<file path="config.mk">
export PLATFORM = sky130hd
export DESIGN_NAME = pipeline_control_sequencer
export DESIGN_NICKNAME = d
export VERILOG_FILES = /design/src/rtl/pipeline_ctrl_pkg.sv /design/src/rtl/sat_counter.sv /design/src/rtl/pipeline_control_sequencer.sv
export SDC_FILE = /design/constraint.sdc
export NUM_CORES = 1
export LEC_CHECK = 0
export ABC_AREA = 1
export CORE_MARGIN = 2
export CORE_UTILIZATION = 47
export DETAILED_ROUTE_END_ITERATION = 8
export PLACE_DENSITY = 0.77
export SYNTH_ARGS = -nofsm -noshare
export SYNTH_HDL_FRONTEND = slang
export SYNTH_SLANG_ARGS = --single-unit
export TNS_END_PERCENT = 1
</file>
<file path="constraint.sdc">
create_clock -name i_clk -period 1.75 [get_ports i_clk]
set_input_delay 0.2625 -clock i_clk [delete_from_list [all_inputs] [get_ports i_clk]]
set_output_delay 0.2625 -clock i_clk [all_outputs]
set_load 0.01 [all_outputs]
</file>
<file path="src/rtl/pipeline_ctrl_pkg.sv">
`default_nettype none
// ============================================================================
// Module      : pipeline_ctrl_pkg
// Description : Shared definitions for the pipeline control sequencer:
//               sequencer state encoding, default parameter values and the
//               packed control-word type with its canonical patterns.
// Ports       : none (package)
// Revision    : 1.0 - initial release
// ============================================================================
package pipeline_ctrl_pkg;

   localparam int DEF_CNT_W       = 16;
   localparam int DEF_MEM_TIMEOUT = 64;
   localparam int WAIT_CNT_W      = 8;

   typedef enum logic [1:0] {
      ST_RUN         = 2'd0,
      ST_MEM_WAIT    = 2'd1,
      ST_MULDIV_WAIT = 2'd2,
      ST_HALT        = 2'd3
   } state_t;

   typedef struct packed {
      logic pc_write;
      logic if_id_write;
      logic id_ex_write;
      logic ex_mem_write;
      logic if_id_flush;
      logic id_ex_bubble;
      logic ex_mem_bubble;
   } ctrl_t;

   // Normal flow: every register advances, nothing is squashed.
   function automatic ctrl_t ctrl_flow();
      ctrl_t c;
      c = '0;
      c.pc_write     = 1'b1;
      c.if_id_write  = 1'b1;
      c.id_ex_write  = 1'b1;
      c.ex_mem_write = 1'b1;
      return c;
   endfunction

   // Whole pipeline frozen in place.
   function automatic ctrl_t ctrl_freeze();
      return '0;
   endfunction

   // Front end held while EX is busy; EX/MEM keeps advancing but receives
   // a bubble so the stalled instruction does not retire twice.
   function automatic ctrl_t ctrl_muldiv_hold();
      ctrl_t c;
      c = '0;
      c.ex_mem_write  = 1'b1;
      c.ex_mem_bubble = 1'b1;
      return c;
   endfunction

endpackage
`default_nettype wire

</file>
<file path="src/rtl/sat_counter.sv">
`default_nettype none
// ============================================================================
// Module      : sat_counter
// Description : W-bit up counter that sticks at all-ones.
// Ports       : clk   - clock, rising edge
//               rst   - synchronous active-high reset (clears count)
//               inc   - increment request for this cycle
//               count - current count value
// Revision    : 1.0 - initial release
// ============================================================================
module sat_counter #(
   parameter int W = 16
)(
   input  logic         clk,
   input  logic         rst,
   input  logic         inc,
   output logic [W-1:0] count
);

   always_ff @(posedge clk) begin
      if (rst) begin
         count <= '0;
      end else if (inc && (count != {W{1'b1}})) begin
         count <= count + W'(1);
      end
   end

endmodule
`default_nettype wire

</file>
<file path="src/rtl/pipeline_control_sequencer.sv">
`default_nettype none
// ============================================================================
// Module      : pipeline_control_sequencer
// Description : Central stall/flush controller for a 5-stage pipeline.
//               Arbitrates memory stalls, taken branches, multi-cycle
//               mul/div and load-use hazards, and halts the core when the
//               data memory fails to respond within MEM_TIMEOUT cycles.
// Ports       : i_clk, i_rst                   - clock / sync active-high reset
//               i_load_use_hazard              - ID-stage load-use hazard
//               i_branch_taken                 - taken branch/jump from EX
//               i_dmem_req, i_dmem_ready       - MEM-stage handshake
//               i_muldiv_start, i_muldiv_done  - EX multi-cycle unit
//               o_pc_write .. o_ex_mem_write   - pipeline register enables
//               o_if_id_flush, o_id_ex_bubble,
//               o_ex_mem_bubble                - control-field squash
//               o_mem_timeout                  - sticky timeout flag
//               o_stall_cycles                 - saturating PC-stall count
//               o_busy                         - sequencer not in RUN
// Revision    : 1.0 - initial release
// ============================================================================
module pipeline_control_sequencer
   import pipeline_ctrl_pkg::*;
#(
   parameter int CNT_W       = DEF_CNT_W,
   parameter int MEM_TIMEOUT = DEF_MEM_TIMEOUT
)(
   input  logic             i_clk,
   input  logic             i_rst,
   input  logic             i_load_use_hazard,
   input  logic             i_branch_taken,
   input  logic             i_dmem_req,
   input  logic             i_dmem_ready,
   input  logic             i_muldiv_start,
   input  logic             i_muldiv_done,
   output logic             o_pc_write,
   output logic             o_if_id_write,
   output logic             o_id_ex_write,
   output logic             o_ex_mem_write,
   output logic             o_if_id_flush,
   output logic             o_id_ex_bubble,
   output logic             o_ex_mem_bubble,
   output logic             o_mem_timeout,
   output logic [CNT_W-1:0] o_stall_cycles,
   output logic             o_busy
);

   // Last wait_cnt value tolerated before giving up on the memory.
   localparam logic [WAIT_CNT_W-1:0] WAIT_LAST = WAIT_CNT_W'(MEM_TIMEOUT - 1);

   state_t                  state;
   state_t                  state_next;
   logic [WAIT_CNT_W-1:0]   wait_cnt;
   logic [WAIT_CNT_W-1:0]   wait_cnt_next;
   logic                    timeout_set;
   logic                    mem_timeout;
   logic                    busy;
   logic                    mem_stall;
   logic                    muldiv_stall;
   logic                    stall_inc;
   ctrl_t                   ctrl;

   assign mem_stall    = i_dmem_req && !i_dmem_ready;
   // A start that completes in the same cycle needs no wait at all.
   assign muldiv_stall = i_muldiv_start && !i_muldiv_done;

   // ------------------------------------------------------------------------
   // State register
   // ------------------------------------------------------------------------
   always_ff @(posedge i_clk) begin
      if (i_rst) begin
         state       <= ST_RUN;
         wait_cnt    <= '0;
         mem_timeout <= 1'b0;
      end else begin
         state    <= state_next;
         wait_cnt <= wait_cnt_next;
         if (timeout_set) begin
            mem_timeout <= 1'b1;
         end
      end
   end

   // ------------------------------------------------------------------------
   // Next-state and output decode
   // ------------------------------------------------------------------------
   always_comb begin
      state_next    = state;
      wait_cnt_next = wait_cnt;
      timeout_set   = 1'b0;
      ctrl          = ctrl_flow();
      busy          = (state != ST_RUN);

      case (state)
         ST_RUN: begin
            if (mem_stall) begin
               ctrl          = ctrl_freeze();
               state_next    = ST_MEM_WAIT;
               wait_cnt_next = '0;
            end else if (i_branch_taken) begin
               // Squash the two wrong-path instructions behind the branch.
               ctrl.if_id_flush  = 1'b1;
               ctrl.id_ex_bubble = 1'b1;
            end else if (muldiv_stall) begin
               ctrl       = ctrl_muldiv_hold();
               state_next = ST_MULDIV_WAIT;
            end else if (i_load_use_hazard) begin
               // Hold PC and IF/ID; insert one bubble into EX.
               ctrl.pc_write     = 1'b0;
               ctrl.if_id_write  = 1'b0;
               ctrl.id_ex_bubble = 1'b1;
            end
         end

         ST_MEM_WAIT: begin
            if (i_dmem_ready) begin
               state_next    = ST_RUN;
               wait_cnt_next = '0;
            end else begin
               ctrl          = ctrl_freeze();
               wait_cnt_next = wait_cnt + WAIT_CNT_W'(1);
               if (wait_cnt == WAIT_LAST) begin
                  state_next  = ST_HALT;
                  timeout_set = 1'b1;
               end
            end
         end

         ST_MULDIV_WAIT: begin
            if (i_muldiv_done) begin
               state_next = ST_RUN;
            end else begin
               ctrl = ctrl_muldiv_hold();
            end
         end

         ST_HALT: begin
            ctrl = ctrl_freeze();
         end

         default: begin
            ctrl       = ctrl_freeze();
            state_next = ST_RUN;
         end
      endcase

      // Reset forces every enable low and hides the busy indication.
      if (i_rst) begin
         ctrl = '0;
         busy = 1'b0;
      end
   end

   assign o_pc_write      = ctrl.pc_write;
   assign o_if_id_write   = ctrl.if_id_write;
   assign o_id_ex_write   = ctrl.id_ex_write;
   assign o_ex_mem_write  = ctrl.ex_mem_write;
   assign o_if_id_flush   = ctrl.if_id_flush;
   assign o_id_ex_bubble  = ctrl.id_ex_bubble;
   assign o_ex_mem_bubble = ctrl.ex_mem_bubble;
   assign o_busy          = busy;
   assign o_mem_timeout   = mem_timeout;

   // ------------------------------------------------------------------------
   // Stall-cycle statistics
   // ------------------------------------------------------------------------
   assign stall_inc = !ctrl.pc_write;

   sat_counter #(
      .W (CNT_W)
   ) u_stall_cnt (
      .clk   (i_clk),
      .rst   (i_rst),
      .inc   (stall_inc),
      .count (o_stall_cycles)
   );

endmodule
`default_nettype wire
</file>
# After elaboration in Yosys (flattened, before gate mapping)
# Index checks and enable logic that the tools add are counted.
[word_totals]
inputBits = 8
wordCells = 56
out_inout_bits = 25
regBits = 27
[op_classes]
mux = 28
reduce_logical = 12
addsub = 2
n_eq_ne = 10
[op_table]
columns = ["cell", "n"]
rows = [
  ["7-bit 2-to-1 mux", 4],
  ["7-bit case mux with 4 select lines", 1],
  ["2-bit 2-to-1 mux", 9],
  ["16-bit by 1-bit adder with 16-bit output, second input constant", 1],
  ["8-bit 2-to-1 mux", 2],
  ["16-bit != test, second input constant", 1],
  ["8-bit case mux with 2 select lines", 1],
  ["3-bit != test, second input constant", 3],
  ["8-bit by 1-bit adder with 8-bit output, second input constant", 1],
  ["8-bit by 6-bit equality test with 1-bit output, second input constant", 1],
  ["1-bit 2-to-1 mux", 8],
  ["2-bit case mux with 3 select lines", 1],
  ["5-bit AND reduction", 1],
  ["2-bit equality test, second input constant", 2],
  ["4-bit 2-to-1 mux", 1],
  ["2-bit != test, second input constant", 2],
  ["2-bit nonzero test", 2],
  ["1-bit logical AND", 3],
  ["1-bit zero test", 3],
  ["3-bit 2-to-1 mux", 1],
  ["3-bit nonzero test", 1],
  ["2-bit by 1-bit equality test with 1-bit output, second input constant", 1],
  ["2-bit zero test", 1],
  ["2-bit AND reduction", 1],
]

# Logic depth before layout (Yosys ltp)
# Gate-level depths: netlist of the first run.
[depth]
depth_word = 9
depth_mapped = 12
depth_no_buf = 11

# Cells and area by module
# A second synthesis of the first run with hierarchy kept.
[hier_totals]
hier_cells = 285
area_unflattened_um2 = 1746.7
[by_module_without_submodules]
columns = ["mod", "area_per_inst_um2", "n_inst", "seq_area_each_um2", "cells_each"]
rows = [
  ["sat_counter", 929.6, 1, 320.3, 149],
  ["pipeline_control_sequencer", 817.0, 1, 220.2, 136],
]

# Worst setup path before layout of the first run
# Ideal clock, no wire load.
[synth_timing]
path_type = "register to output"
start = "register state[0]"
end = "output port o_pc_write"
path_stages_with_launch = 12
required_ns = 1.487
path_buffers = 3
arrival_ns = 1.501
slack_ns = -0.014
path_cell_list = "dfxtp_1 > inv_1 > ha_1 > buf_4 > inv_2 > nand3_1 > inv_1 > nor2_1 > nand3_2 > buf_4 > inv_1 > buf_4"
[synth_via]
elab_chain_len = 3
elab_cells_between_ends = 6
cone_classes = "eq/ne: 3; mux: 2; reduce/logical: 1"
[synth_lines]
columns = ["item", "line_no", "source"]
rows = [
  ["start, declared", "pipeline_control_sequencer.sv:50", "state_t state;"],
  ["start signal, assigned", "pipeline_control_sequencer.sv:75", "state <= state_next;"],
  ["2-bit equality test (tied with other cells)", "pipeline_control_sequencer.sv:93", "case (state)"],
  ["7-bit case mux with 4 select lines (*)", "pipeline_control_sequencer.sv:93", ""],
  ["7-bit 2-to-1 mux (*)", "pipeline_control_sequencer.sv:147", "if (i_rst) begin"],
  ["end, declared", "pipeline_control_sequencer.sv:35", "output logic o_pc_write,"],
]
# Every way passes the cells marked *; elsewhere a longest branch is shown, timed or not.

# Worst setup path after layout of the first run
[layout_timing]
start = "register state[0]"
end = "output port o_if_id_write"
[layout_via]
elab_chain_len = 3
elab_cells_between_ends = 6
cone_classes = "eq/ne: 3; mux: 2; reduce/logical: 1"
[layout_lines]
columns = ["item", "line_no", "source"]
rows = [
  ["2-bit equality test (tied with other cells)", "pipeline_control_sequencer.sv:93", ""],
  ["7-bit case mux with 4 select lines (*)", "pipeline_control_sequencer.sv:93", ""],
  ["7-bit 2-to-1 mux (*)", "pipeline_control_sequencer.sv:147", ""],
  ["end, declared", "pipeline_control_sequencer.sv:36", "output logic o_if_id_write,"],
]
# Marks and branches as above.

==> flow_metrics.py, run 1 <==
metrics = {
    "status": {
        "status": "finished with violations",
        "violations": "negative setup slack",
    },
    "clocking": {
        "cts_buffers": 3,
        "path_clk_slew_ps": 80,
        "clkLatencyLatePin_ps": 270,
        "cts_hold_buf": 0,
        "root_buffer": "clkbuf_8",
        "tritoncts": "yes",
        "htree_levels": 1,
        "clock_sinks": 27,
        "clockBufferDepth": 2,
    },
    "power": {
        "powerDensity_nw_per_um2": 1050,
        "p_total_mw": 2.55,
        "ir_worst_vdd_v": 0.000979,
        "p_leak_nw": 1.02,
    },
    "sta": {
        "fmax_ghz": 0.569,
        "drv_slew": 0,
        "holdWs_ps": 484,
        "final.setup.tns_ps": -16.9,
        "setup_viol": 2,
        "hold_violations": 0,
        "slew-limit-headroom": 0.782,
        "fin_crit_sh": 1.01,
        "fin_ws_ps": -8.83,
        "fin_skew_ps": 9.63,
        "worst_slew_pin_slew_ps": 326,
        "layout_min_cycle_time_ps": 1760,
        "rsz0062_at_grt": "true",
    },
    "run": {
        "maxCapViolations": 0,
    },
    "detailed_routing": {
        "drc": 0,
        "finalWirelength_microns": 4460,
        "drtIter0Drc": 115,
        "vias_per_cell": 5.11,
        "detail_route.first_pass.iterations": 4,
        "ant_nets": 0,
        "vias": 1922,
        "wire_per_inst_microns": 11.9,
    },
    "synthesis": {
        "syn_inst": 269,
        "ys_types": 29,
        "yosys-top-cells-area": "dfxtp_1, nand2_1, nand3_1, nor2_1, inv_1",
        "synth_edf_count": 0,
        "synthArstFlopShare": 0,
        "synth.net_count": 282,
        "yosysTopAreaCellShare": 0.311,
        "synth_area_per_cell_sq_um": 6.46,
        "yosysMostFrequentCell": "nand2_1",
        "syn_area_sq_um": 1740,
        "netlist_top_cells_count": "nand2_1, nor2_1, nand3_1",
        "yosysSeqAreaShare": 0.311,
        "yosys.area.top_type": "dfxtp_1",
        "synth_flop_cell": "dfxtp_1",
        "ys_ff_latch": 27,
        "ys_warn_count": 0,
    },
    "critical_path": {
        "cp.required_ps": 1490,
        "r2r_slack_ps": 60,
        "timing.rr.end": "u_stall_cnt.count[1]",
        "arrival_ps": 1500,
        "start_kind": "flip-flop",
        "worst_path_largest_cell_delay_ps": 370,
        "critical_path_buf_inv_count": 5,
        "path_common_cell": "inv_2",
        "end_kind": "primary output",
        "crit_fanout": 4,
        "worstSetupPathType": "flip-flop to primary output",
        "r2r_cells": 11,
        "slowest_stage": "dfxtp_4",
        "cp_top_family": "flip-flops",
        "r2r-start": "state[1]",
        "crit_chain": "inv_4 -> ha_4 -> inv_2 -> nand3_1 -> inv_2 -> nor2_4 -> nand3_4 -> inv_2 -> buf_6",
    },
    "hold_path": {
        "hold_path_class": "flip-flop to flip-flop",
        "worstHoldPathCells": 1,
        "hp-start": "o_mem_timeout",
        "holdPathEnd": "o_mem_timeout",
    },
    "final_layout": {
        "num_antenna_cells": 0,
        "regArea_sq_um": 546,
        "fillCellCount": 290,
        "layout-drive-gt1-share": 0.216,
        "area_growth_pct": 39.5,
        "fin_nets": 342,
        "multi_input_area_sq_um": 1130,
        "final_util": 0.672,
        "final_cells": 376,
    },
    "place": {
        "place_hpwl_microns": 3170,
        "io_buffer_count": 32,
        "placedCellCount": 370,
        "routabilityCongestion": 0.866,
    },
    "global_routing": {
        "grt_pass1_vias": 1728,
        "grt_first_pass_wirelength_microns": 7270,
        "gr-usage-all-layers": 0.214,
        "antenna_found_initial": 0,
        "overflow": 0,
        "grt_max_degree": 18,
    },
    "die": {
        "start_util": 0.482,
        "ioPinCount": 33,
        "die_x_microns": 64.8,
        "dieArea_sq_um": 4200,
        "chipHeight_microns": 64.8,
        "fp.coreArea_sq_um": 3610,
        "core.rowCount": 22,
    },
}
[cell usage in the layout, fill, tap and decap left out, types with 6 or more instances in the layout]
cell type	instances
dfxtp_1	25
nand3_1	29
inv_1	24
o21ai_0	7
nand4_1	8
a21oi_1	16
nand2_1	72
clkdlybuf4s50_1	23
nor2_1	32
nand2_2	6
buf_4	30
[cells by family (layout without fill, tap and decap cells)]
family,Yosys count,after routing,share of synthesized area
AND/OR/NAND/NOR,162,162,0.421
buffers and inverters,37,96,0.0951
AO/OA/AOI/OAI,31,31,0.101
flip-flops,27,27,0.311
XOR/XNOR,7,7,0.0353
adder cells (fa/ha/maj),5,5,0.0360
[power by group]
group / total (mW) / internal, mW / switching, mW
combinational: 1.44 / 0.658 / 0.784
sequential: 0.755 / 0.686 / 0.0692
clock: 0.351 / 0.163 / 0.188
total: 2.55 / 1.51 / 1.04
[per-layer routing]
metal | track usage | up-vias | part of all wire
met4 | 0.0426 | 0 | 0.011
met1 | 0.259 | 899 | 0.45
met3 | 0.0330 | 7 | 0.024
met5 | 0 | - | 0
li1 | - | 987 | -
met2 | 0.396 | 29 | 0.52
[worst register-to-register path: cells and delay by family (launching register included)]
family	cells	cell delay [ps]
AO/OA/AOI/OAI	1	190
adder cells (fa/ha/maj)	1	150
buffers and inverters	2	330
flip-flops	1	340
AND/OR/NAND/NOR	7	580
[layout make-up]
class	instances	share of cell area
Tap cell	48	0.0248
Clock buffer	4	0.0186
Multi-Input combinational cell	205	0.465
Timing Repair Buffer	62	0.217
Inverter	30	0.0486
Sequential cell	27	0.225
[registers in the layout (all words and copies together), names as in the netlist]
name / count
u_stall_cnt.count: 16
wait_cnt: 8
state: 2
o_mem_timeout: 1
[what timing repair did]
action	4_1_cts	5_1_grt
endpoints found under the setup margin	24	30
gates resized for setup	38	24
buffers inserted	1	1
pin swaps	4	2
[per-stage QoR]
| step | instance area (sq um) | setup WS, ps |
|---|---|---|
| after floorplan | 1740 | 41.2 |
| after global placement | 2270 | -368 |
| after detailed placement | 2270 | -396 |
| after CTS | 2370 | -68.5 |
| after global routing | 2420 | -80.5 |
| final | 2420 | -8.83 |
[how the worst max path moves through the flow]
stage | from | end | slack [ps] | cells past startpoint
after detailed placement | i_dmem_ready | o_if_id_write | -400 | 8
after global routing | state[0] | o_if_id_write | -80 | 9
after global placement | i_dmem_ready | o_ex_mem_bubble | -370 | 6
final | state[0] | o_if_id_write | -9 | 9
after floorplan | state[0] | o_pc_write | 40 | 11
after CTS | state[0] | o_id_ex_write | -70 | 8
Note: power is estimated with default switching activity, not from simulation.
==> run 2: changes to the inputs <==
- GPL_TIMING_DRIVEN: not set -> 0
==> run 2 against run 1 <==
Effect of this change: critical path type unchanged; the run still ends with negative setup slack left; highest routed layer unchanged; via count down 1.6%; clock power is 2% higher; worst setup slack lost 110 ps; global-route usage is 0.73 points lower; final cell count is 2.9% lower; sequential share of layout area is 0.59 points higher; flip-flop and latch count stayed put.
==> flow_metrics.py, run 2 (synthesis gave the netlist of run 1 again) <==
metrics = {
    "final_layout": {
        "final_util": 0.658,
        "reg_top3": "u_stall_cnt.count: 16 flops, wait_cnt: 8 flops, state: 2 flops",
        "layout-drive-gt1-share": 0.211,
        "num_antenna_cells": 0,
        "final_common_cell": "nand2_1",
        "final_cell_mix": "nand2_1, nor2_1, nand3_1, inv_1, dfxtp_1",
        "fin_nets": 331,
        "largest_register_ffs": 16,
        "multi_input_area_sq_um": 1140,
        "top_register": "u_stall_cnt.count",
        "fillCellCount": 304,
        "area_growth_pct": 36.5,
        "regArea_sq_um": 548,
    },
    "power": {
        "p_switching_mw": 1.05,
        "ir_worst_vdd_v": 0.000987,
        "intPower_mw": 1.58,
        "comb_power_share": 0.573,
        "netSwitchingFraction": 0.399,
        "p_leak_nw": 0.978,
        "pwr-share-clk": 0.137,
        "p_seq_frac": 0.290,
        "powerDensity_nw_per_um2": 1110,
    },
    "clocking": {
        "cts_buffers": 3,
        "clock_sinks": 27,
        "clkLatencyLatePin_ps": 270,
        "path_clk_slew_ps": 100,
        "htree_levels": 1,
        "clockBufferDepth": 2,
        "tritoncts": "yes",
        "root_buffer": "clkbuf_8",
    },
    "run": {
        "maxCapViolations": 0,
    },
    "global_routing": {
        "overflow": 0,
        "gr-usage-all-layers": 0.206,
        "grt_pass1_vias": 1662,
        "antenna_found_initial": 0,
        "grt_first_pass_wirelength_microns": 7030,
        "grt_max_degree": 16,
    },
    "sta": {
        "drv_slew": 0,
        "setup_viol": 2,
        "fin_ws_ps": -117,
        "holdWs_ps": 185,
        "fin_crit_sh": 1.07,
        "layout_min_cycle_time_ps": 1870,
        "final.setup.tns_ps": -186,
        "rsz0062_at_grt": "true",
        "hold_violations": 0,
        "worst_slew_pin_slew_ps": 565,
        "fmax_ghz": 0.536,
        "slew-limit-headroom": 0.623,
        "fin_skew_ps": 4.32,
    },
    "die": {
        "start_util": 0.482,
        "dieArea_sq_um": 4200,
        "core.rowCount": 22,
        "chipHeight_microns": 64.8,
        "fp.coreArea_sq_um": 3610,
        "die_x_microns": 64.8,
        "ioPinCount": 33,
    },
    "detailed_routing": {
        "vias": 1891,
        "wire_per_inst_microns": 12.2,
        "drtIter0Drc": 100,
        "detail_route.first_pass.iterations": 4,
        "ant_nets": 0,
        "finalWirelength_microns": 4450,
        "drc": 0,
        "vias_per_cell": 5.18,
    },
    "place": {
        "place_hpwl_microns": 2990,
        "dp_slack_ps": -818,
        "io_buffer_count": 31,
        "routabilityCongestion": 0.849,
    },
    "critical_path": {
        "end_kind": "primary output",
        "r2r-start": "state[1]",
        "r2r_cells": 13,
        "crit_path_start": "state[1]",
        "slowest_stage": "dfxtp_4",
        "timing.rr.end": "u_stall_cnt.count[12]",
        "endpoint": "o_pc_write",
        "crit_chain": "inv_4 -> ha_4 -> nor2_2 -> nand2_2 -> nand2_4 -> nor2_4 -> nand3_2 -> buf_6 -> inv_4 -> buf_6 -> buf_6",
        "path_common_cell": "buf_6",
        "worstSetupPathType": "flip-flop to primary output",
        "r2r_slack_ps": 0,
        "cp.required_ps": 1490,
        "arrival_ps": 1600,
        "crit_fanout": 7,
        "worst_path_largest_cell_delay_ps": 370,
        "start_kind": "flip-flop",
    },
    "status": {
        "violations": "negative setup slack",
        "status": "finished with violations",
    },
    "hold_path": {
        "hp-start": "i_rst",
        "hold_path_class": "input port to flip-flop",
    },
}
-- run 2: cell count changes in the layout (fill, tap and decap cells not counted), moves of 3 or more --
cell / before / now
a21oi_2: 1 / 5
a21oi_1: 16 / 13
buf_6: 3 / 7
buf_4: 30 / 13
-- run 2: metrics by stage --
stage,cell area [sq um],total power [mW],std cells
3_5_place_dp,2110,1.81,348
6_report,2370,2.63,365
4_1_cts,2230,2.35,359
2_1_floorplan,1740,1.45,269
5_1_grt,2370,2.80,365
3_3_place_gp,2110,1.79,348
-- run 2: final cells by class --
| class | instances | share of cell area |
|---|---|---|
| multi-input cells | 205 | 0.480 |
| flip-flops and latches | 27 | 0.231 |
| repair buffers | 45 | 0.170 |
| inverters | 30 | 0.0496 |
| well taps | 48 | 0.0253 |
| plain buffers | 6 | 0.0237 |
| clock buffers | 3 | 0.0174 |
| clock inverters | 1 | 0.00211 |
-- run 2: critical path: cells and delay by family, from the launching register on --
| kind | cells | cell delay [ps] |
|---|---|---|
| flops | 1 | 370 |
| buf+inv | 5 | 420 |
| fa+ha+maj | 1 | 180 |
| simple gates | 5 | 350 |
-- run 2: what timing repair did --
| item | in CTS | in global routing |
|---|---|---|
| gates cloned | 1 | 0 |
| resized for setup | 39 | 34 |
| setup buffers | 6 | 8 |
| pin swaps | 5 | 6 |
| setup endpoints to repair | 22 | 23 |
| hold buffers | 0 | 0 |
-- run 2: power by group through the flow --
stage	clock, mW	combinational, mW	sequential [mW]
finish	0.359	1.51	0.762
global route	0.400	1.62	0.776
CTS	0.373	1.23	0.748
detailed placement	0	1.06	0.750
global placement	0	1.04	0.749
floorplan	0	0.702	0.751
-- run 2: worst min-delay path by stage --
stage | endpoint | cells past startpoint | slack (ps)
6_report | u_stall_cnt.count[5] | 2 | 180
2_1_floorplan | u_stall_cnt.count[2] | 2 | 450
3_5_place_dp | o_mem_timeout | 1 | 460
5_1_grt | u_stall_cnt.count[5] | 2 | 180
3_3_place_gp | o_mem_timeout | 1 | 460
4_1_cts | u_stall_cnt.count[3] | 2 | 180
-- run 2: routing by layer --
layer	share of wire	GRT usage	wire, microns
met5	0	0	0
met4	0.020	0.0585	91
met2	0.52	0.384	2320
met3	0.038	0.0382	168
met1	0.42	0.238	1870
